`src/rtl/riscv_core_irq_ctrl.sv`:
```
// External interrupt controller driving the core's machine-external interrupt line.
// Level sources latch into pending bits; fixed-priority claim, CSR ack, then software completion.
module riscv_core_irq_ctrl #(
    parameter int N_SRC = 8,
    parameter int ID_W  = 4
) (
    input  logic             i_irq_ctrl_clk,
    input  logic             i_irq_ctrl_rst,
    input  logic [N_SRC-1:0] i_irq_ctrl_src,
    input  logic             i_irq_ctrl_wen,
    input  logic [1:0]       i_irq_ctrl_addr,
    input  logic [63:0]      i_irq_ctrl_wdata,
    output logic [63:0]      o_irq_ctrl_rdata,
    output logic             o_irq_ctrl_mexternal,
    input  logic             i_irq_ctrl_ack,
    output logic [ID_W-1:0]  o_irq_ctrl_claim_id
);

    typedef enum logic [1:0] {
        S_IDLE    = 2'd0,
        S_REQ     = 2'd1,
        S_SERVICE = 2'd2
    } state_t;

    state_t r_state;
    state_t w_state_nxt;

    logic [N_SRC-1:0] r_src_q;
    logic [N_SRC-1:0] r_pending;
    logic [N_SRC-1:0] r_enable;
    logic [N_SRC-1:0] r_inservice;
    logic [ID_W-1:0]  r_claim_id;
    logic             r_mext;

    logic [N_SRC-1:0] w_cand;
    logic [N_SRC-1:0] w_claim_mask;
    logic [ID_W-1:0]  w_win_id;
    logic             w_claim;
    logic             w_ack;
    logic             w_complete;
    logic             w_en_wr;
    logic             w_unused_wdata;

    assign w_cand     = r_pending & r_enable & ~r_inservice;
    assign w_en_wr    = i_irq_ctrl_wen && (i_irq_ctrl_addr == 2'd1);
    assign w_claim    = (r_state == S_IDLE) && (|w_cand);
    assign w_ack      = (r_state == S_REQ) && i_irq_ctrl_ack;
    assign w_complete = (r_state == S_SERVICE) && i_irq_ctrl_wen &&
                        (i_irq_ctrl_addr == 2'd2) &&
                        (i_irq_ctrl_wdata[ID_W-1:0] == r_claim_id);

    // Only the low bits of a write carry meaning.
    assign w_unused_wdata = ^i_irq_ctrl_wdata;

    // Lowest index wins: scan from the top so the last hit is the lowest.
    always_comb begin
        w_win_id = '0;
        for (int s = N_SRC - 1; s >= 0; s--) begin
            if (w_cand[s]) begin
                w_win_id = ID_W'(s + 1);
            end
        end
    end

    always_comb begin
        w_claim_mask = '0;
        for (int s = 0; s < N_SRC; s++) begin
            w_claim_mask[s] = (r_claim_id == ID_W'(s + 1));
        end
    end

    always_ff @(posedge i_irq_ctrl_clk or posedge i_irq_ctrl_rst) begin
        if (i_irq_ctrl_rst) begin
            r_state <= S_IDLE;
        end else begin
            r_state <= w_state_nxt;
        end
    end

    always_comb begin
        w_state_nxt = r_state;
        case (r_state)
            S_IDLE: begin
                if (|w_cand) begin
                    w_state_nxt = S_REQ;
                end
            end
            S_REQ: begin
                if (i_irq_ctrl_ack) begin
                    w_state_nxt = S_SERVICE;
                end
            end
            S_SERVICE: begin
                if (w_complete) begin
                    w_state_nxt = S_IDLE;
                end
            end
            default: w_state_nxt = S_IDLE;
        endcase
    end

    always_ff @(posedge i_irq_ctrl_clk or posedge i_irq_ctrl_rst) begin
        if (i_irq_ctrl_rst) begin
            r_src_q     <= '0;
            r_pending   <= '0;
            r_enable    <= '0;
            r_inservice <= '0;
            r_claim_id  <= '0;
            r_mext      <= 1'b0;
        end else begin
            r_src_q   <= i_irq_ctrl_src;
            // A claim clear beats a same-cycle set.
            r_pending <= (r_pending | (r_src_q & ~r_inservice)) &
                         ~(w_ack ? w_claim_mask : '0);
            if (w_en_wr) begin
                r_enable <= i_irq_ctrl_wdata[N_SRC-1:0];
            end
            if (w_ack) begin
                r_inservice <= r_inservice | w_claim_mask;
            end else if (w_complete) begin
                r_inservice <= '0;
            end
            if (w_claim) begin
                r_claim_id <= w_win_id;
            end else if (w_complete) begin
                r_claim_id <= '0;
            end
            r_mext <= (w_state_nxt == S_REQ);
        end
    end

    assign o_irq_ctrl_mexternal = r_mext;
    assign o_irq_ctrl_claim_id  = r_claim_id;

    always_comb begin
        o_irq_ctrl_rdata = '0;
        case (i_irq_ctrl_addr)
            2'd0: o_irq_ctrl_rdata[N_SRC-1:0] = r_pending;
            2'd1: o_irq_ctrl_rdata[N_SRC-1:0] = r_enable;
            2'd2: begin
                if (r_state == S_SERVICE) begin
                    o_irq_ctrl_rdata[ID_W-1:0] = r_claim_id;
                end
            end
            default: o_irq_ctrl_rdata = '0;
        endcase
    end

endmodule

```
`config.mk`:
```
export PLATFORM = sky130hd
export DESIGN_NAME = riscv_core_irq_ctrl
export DESIGN_NICKNAME = d
export VERILOG_FILES = /design/src/rtl/riscv_core_irq_ctrl.sv
export SDC_FILE = /design/constraint.sdc
export NUM_CORES = 1
export LEC_CHECK = 0
export BUFFER_PORTS_ARGS = -buffer_cell sky130_fd_sc_hd__buf_2
export CAP_MARGIN = 10
export CORE_MARGIN = 2
export CORE_UTILIZATION = 47
export CTS_BUF_LIST = sky130_fd_sc_hd__clkbuf_4
export DETAILED_ROUTE_END_ITERATION = 6
export PLACE_DENSITY_LB_ADDON = 0.1
export SLEW_MARGIN = 20
export SYNTH_ARGS = -nofsm -noshare
export SYNTH_HDL_FRONTEND = slang
export SYNTH_SLANG_ARGS = --single-unit
```
`constraint.sdc`:
```
create_clock -name i_irq_ctrl_clk -period 2.49 [get_ports i_irq_ctrl_clk]
set_input_delay 0.249 -clock i_irq_ctrl_clk [delete_from_list [all_inputs] [get_ports i_irq_ctrl_clk]]
set_output_delay 0.249 -clock i_irq_ctrl_clk [all_outputs]
set_load 0.005 [all_outputs]
```
==> metrics.txt, run 1 <==
run status=finished with violations; failing checks=hold timing; syn_area_per_cell=9.693 um2; fin area=2399 um2; Synth Area in XOR/XNOR=1.551%; number of global-route vias before repair=1,467; Netlist Area Pre-Place=2258 um2; minimum clock period=1.805 ns; total global-route track usage=16.87%; post-synthesis adder-cell area fraction=0%; Worst Hold Class=in2async; Critical Path RT=2.24 ns; die height=73.32 um; global-route wire length before repair=6.775 mm; WL final=4.315 mm; DRT Pass-1 Iters=4; Synth Area in Compound Gates=12.41%; Fin. Hold Viols=19; CTS buffer count=5; Synth Area in Simple Gates=14.35%; antenna cells=0; Slew Limit Fails=0; antenna violations before repair=0; unrepaired setup endpoints after global routing=false; Worst Max-Slew Pin Slew=0.5348 ns; Syn. warnings=0; Synth top area share=43.21%; peak supply drop=0.0004027 V; max cap viols=0; critical path fanouts, max=5; Initial Utilization=48.13%; fmax=0.5541 GHz; #FFs+latches synth=39; PD cells=905.6 nW/um2; RD Place Congestion=0.8129; Synth area leader=dfrtp_1; clock buffer depth=2; share of cells above drive strength 1=20.50%; final hold slack=-0.005514 ns; Rows=25; layout net count=355; Setup-failing EPs final=0; clock-pin slew on the worst setup and hold paths=0.11 ns; Die W=73.32 um; Ports=147; sequential share of the synthesized area=43.21%; Pwr Total=0.002172 W; Syn-to-layout area delta=6.205%; port buffer count=34; Congestion Overflow GR=0; Setup crit end kind=output pin; Worst R2R Setup Slack=0.76 ns; DR vias=1,575; TNS Setup=0 ns; Area after DPL=2266 um2; synth unique cells=36; clk_skew=0.005472 ns; crit share post-route=72.48%; Util after Layout=51.12%; synthesized instance count=233; FF+latch area=975.9 um2; pin count of the biggest net entering global routing=40; CTS tree=yes; Num Clock Sinks=39; multi-input combinational cell area=999.7 um2; H-Tree Depth=2; post-CTS setup buffers=0; Final ANT Viol Nets=0; Die Area=5376 um2; Lkg Pwr=1.184 nW; post-synthesis mux area share=6.648%; Final HPWL DP=3.109 mm; average wire per standard cell=13.00 um; core area=4692 um2; main combinational cell family by area after synthesis=buffers and inverters; crit path kind=reg2out; most common cell after layout, fill and taps aside=conb_1; DRT iter0 DRCs=68; drt drc=0; Startpoint Class=register; synth top area cells=dfrtp_1 (43%), buf_4 (19%), a21oi_1 (4.9%), mux2_2 (4.0%), nor2_1 (2.8%); CTS root buf=clkbuf_4; Slew headroom=64.19%; worst skew pair latency=0.35 ns; vias per std cell=4.744; Fillers=484; most frequent cells in the layout=conb_1 (56), dfrtp_1 (39), buf_2 (34), a21oi_1 (22), nor2_1 (17); Critical Path AT=1.56 ns
-- synth_stat cells, drive strengths merged --
cell type,number
o31a,1
o31ai,1
inv,10
a21oi,22
buf,61
and3b,4
nor3b,1
conb,1
nor2b,7
nand2,8
o21a,1
nor3,1
and2,1
o21bai,1
o22ai,1
nand3,3
clkbuf,1
nand4,1
and3,1
a31oi,5
xnor2,4
mux2,8
nor4b,2
or2,1
nand2b,2
a21bo,1
nand3b,7
dfrtp,39
mux2i,6
o211ai,1
o41ai,1
nor2,18
o21ai,11
-- final cells by class --
type,count,share of cell area [%]
multi-input cells,177,41.68
flip-flops and latches,39,40.69
repair buffers,44,11.06
well taps,54,2.817
clock buffers,6,1.878
inverters,10,1.565
clock inverters,2,0.3130
-- layer usage --
layer	wire [um]	share of wire (%)	global-route usage, %	vias up
met4	57	1.3	5.253	0
met5	0	0	0	-
met3	220	5.1	4.252	6
li1	-	-	-	759
met1	1956	45	21.71	750
met2	2080	48	28.03	60
-- registers in the layout (all words and copies together), names as in the netlist --
name,count
o_irq_ctrl_mexternal,1
r_inservice,8
r_src_q,8
r_state,2
o_irq_ctrl_claim_id,4
r_enable,8
r_pending,8
-- worst max-delay path, cell delays in order, from the launching register on --
cell,delay [ns]
dfrtp_1,0.44
and3b_1,0.36
a21oi_1,0.09
o21ai_0,0.18
buf_2,0.14
-- through the flow --
step                      setup slack [ns]  instances
after floorplan                      1.103        288
after global placement              0.6749        316
after detailed placement            0.6983        316
after CTS                           0.6508        332
after global routing                0.5690        332
final                               0.6853        332
-- path summary, 6_finish.rpt --
| kind | from | to | cells after the start |
|---|---|---|---|
| setup / recovery | r_state[0] | o_irq_ctrl_rdata[3] | 4 |
| hold / removal | i_irq_ctrl_rst | r_inservice[1] | 3 |
| setup reg to reg | r_state[0] | r_inservice[1] | 4 |
| hold reg to reg | r_src_q[1] | r_pending[1] | 2 |
| max in group asynchronous | i_irq_ctrl_rst | r_enable[6] | 3 |
| min in group i_irq_ctrl_clk | i_irq_ctrl_ack | r_state[0] | 2 |
-- repair_timing --
| action | in CTS | in global routing |
|---|---|---|
| gates resized for setup | 0 | 0 |
| hold endpoints to repair | 8 | 0 |
| hold buffers | 8 | 0 |
-- cell families (layout without fill, tap and decap cells) --
| group | Yosys count | after routing |
|---|---|---|
| buffers and inverters | 72 | 62 |
| multiplexers | 14 | 14 |
| other | 1 | 56 |
| AND/OR/NAND/NOR | 57 | 57 |
| XOR/XNOR | 4 | 4 |
| AO/OA/AOI/OAI | 46 | 46 |
| flip-flops | 39 | 39 |
-- where the power goes --
part           internal (W)  switching, W  leakage, nW
clock network      0.000116      0.000200       0.0307
logic              0.000404      0.000439        0.718
registers          0.000825      0.000187        0.436
total               0.00135      0.000827         1.18
(Power assumes the default switching activity.)
==> run 2: changes to the inputs <==
--- a/config.mk
+++ b/config.mk
@@ -8,7 +8,7 @@
 export BUFFER_PORTS_ARGS = -buffer_cell sky130_fd_sc_hd__buf_2
 export CAP_MARGIN = 10
 export CORE_MARGIN = 2
-export CORE_UTILIZATION = 47
+export CORE_UTILIZATION = 39
 export CTS_BUF_LIST = sky130_fd_sc_hd__clkbuf_4
 export DETAILED_ROUTE_END_ITERATION = 6
 export PLACE_DENSITY_LB_ADDON = 0.1
==> constraint.sdc (replaced) <==
create_clock -name i_irq_ctrl_clk -period 1.5 [get_ports i_irq_ctrl_clk]
set_input_delay 0.15 -clock i_irq_ctrl_clk [delete_from_list [all_inputs] [get_ports i_irq_ctrl_clk]]
set_output_delay 0.15 -clock i_irq_ctrl_clk [all_outputs]
set_load 0.005 [all_outputs]
==> metrics.txt, run 2 (synthesized netlist as in run 1, its figures left out) <==
CP max stage cell=dfrtp_1; minimum clock period=1.640 ns; final hold slack=0.002959 ns (+0.008473 ns); most frequent cells in the layout=conb_1 (56), buf_4 (39), dfrtp_1 (38), buf_2 (34), a21oi_1 (18); Die Area=6415 um2 (+19%); worst-path cell chain=and3b_1, buf_6, a21oi_2, o21ai_1, buf_2; Rows=27 (+8.0%); top sig layer=met4; met2 WL post-DR=2.526 mm (+21%); Setup crit end kind=output pin; Initial Utilization=40.76% (-7.4 points); met3 wire length=212 um (-3.6%); most common cell after layout, fill and taps aside=conb_1; CTS root buf=clkbuf_4; clock-pin slew on the worst setup and hold paths=0.13 ns (+0.02 ns); clk_skew=0.01088 ns (+0.005403 ns); run status=finished with violations; setup ws final=-0.1400 ns (-0.8253 ns); share of cells above drive strength 1=34.78% (+14 points); Pwr Total=0.004611 W (+110%); Net Sw Frac=36.61% (-1.5 points); Power Internal=0.002923 W (+120%); TNS Setup=-0.5024 ns (-0.5024 ns); core area=5540 um2 (+18%); max cap viols=0 (unchanged); Flop pwr share=35.1% (-12 points); antenna violations before repair=0 (unchanged); Slew Limit Fails=0 (unchanged); DR vias=1,747 (+11%); critical path fanouts, max=4 (-1); Util after Layout=51.87% (+0.75 points); Ports=147 (unchanged); Clk pwr share=16.3% (+1.8 points); max incr delay on CP=0.42 ns (-0.02 ns); Congestion Overflow GR=0 (unchanged); unrepaired setup endpoints after global routing=true; Final HPWL DP=3.788 mm (+22%); worst skew pair latency=0.37 ns (+0.02 ns); DRT iter0 DRCs=58 (-15%); Top Family by Delay on Critical Path=flip-flops; Fillers=550 (+14%); CTS buffer count=5 (unchanged); antenna cells=0 (unchanged); Worst Hold Class=in2reg; Final ANT Viol Nets=0 (unchanged); peak supply drop=0.0008759 V (+120%); DRT Pass-1 Iters=4 (unchanged); Startpoint Class=register; Lkg Pwr=1.431 nW (+21%); CTS tree=yes; Die W=80.10 um (+9.2%); WL final=5.100 mm (+18%); pin count of the biggest net entering global routing=40 (unchanged); number of global-route vias before repair=1,672 (+14%); H-Tree Depth=2 (unchanged); RD Place Congestion=0.8074 (-0.68%); Syn-to-layout area delta=27.26%; die height=80.10 um (+9.2%); Critical Path RT=1.35 ns (-0.89 ns); PD cells=1604 nW/um2 (+77%); global-route wire length before repair=7.976 mm (+18%); Comb pwr share=48.6% (+9.8 points); layout net count=399 (+12%); drt drc=0 (unchanged); placed cell count=367 (+16%); Num Clock Sinks=39 (unchanged); crit share post-route=109.3%; average wire per standard cell=12.94 um (-0.41%); total global-route track usage=16.60% (-0.28 points); Buf/Inv on CP=2 (+1); Sw Pwr=0.001688 W (+100%); failing checks=setup timing; crit path kind=reg2out; Setup-failing EPs final=6 (+6); routed length on met1=2.289 mm (+17%); clock buffer depth=2 (unchanged); non-filler cells, final=394 (+19%); port buffer count=34 (unchanged); Critical Path AT=1.49 ns (-0.07 ns); fmax=0.6098 GHz; Fin. Hold Viols=0 (-19); vias per std cell=4.434 (-6.5%)
[run 2: cell types whose count changed in the layout (fill, tap and decap cells not counted), sizes merged]
cell	change
buf	+41
dlygate4sd3	+3
clkinv	-1
inv	+1
clkbuf	-1
bufinv	+1
[run 2: path summary, 6_finish.rpt]
path	startpoint	end	slack [ns]	depth (start not counted)
max reg2reg	r_enable[5]	o_irq_ctrl_claim_id[1]	-0.01	5
max	r_state[0]	o_irq_ctrl_rdata[0]	-0.14	5
min reg2reg	r_src_q[0]	r_pending[0]	0.51	2
max in group asynchronous	i_irq_ctrl_rst	o_irq_ctrl_claim_id[0]	0.72	4
min in group asynchronous	i_irq_ctrl_rst	r_src_q[1]	0.41	4
min	i_irq_ctrl_wdata[7]	r_enable[7]	0.003	2
[run 2: power by group through the flow]
stage / clock network (W) / logic [W] / registers, W
5_1_grt: 0.000822 / 0.00248 / 0.00166
3_5_place_dp: 0 / 0.00190 / 0.00164
6_report: 0.000754 / 0.00224 / 0.00162
4_1_cts: 0.000778 / 0.00205 / 0.00161
3_3_place_gp: 0 / 0.00187 / 0.00164
2_1_floorplan: 0 / 0.00124 / 0.00156
[run 2: timing repair]
item	in CTS	in global routing
endpoints found under the setup margin	8	23
hold buffers	11	0
setup buffers	4	5
gates resized for setup	10	16
pin swaps	6	11
hold endpoints to repair	50	0
[run 2: metal layers]
metal | vias to the layer above | GRT usage (%)
li1 | 844 | -
met1 | 843 | 21.69
met2 | 54 | 27.83
met3 | 6 | 3.146
met4 | 0 | 5.085
met5 | - | 0
[run 2: through the flow]
step | setup WS (ns) | cell area (um2)
after floorplan | 0.1129 | 2465
after global placement | -0.04132 | 2536
after detailed placement | -0.03137 | 2536
after CTS | -0.1368 | 2776
after global routing | -0.1963 | 2874
final | -0.1400 | 2874
[run 2: worst reg2reg max path, delay by kind of cell, from the launching register on]
family,cells,cell delay (ns)
AOI/OAI and AO/OA,1,0.19
buffers and inverters,1,0.19
DFF,1,0.40
muxes,1,0.18
and+or+nand+nor,2,0.50
[run 2: cell type report]
type                       count  area (um2)  area share (%)
multi-input combinational    177        1066           37.09
sequential                    39       977.2           34.00
timing repair buffer          88       618.1           21.51
tap                           72       90.09           3.135
clock inverter                 3       47.55           1.654
clock buffer                   5       37.54           1.306
inverter                      10       37.54           1.306
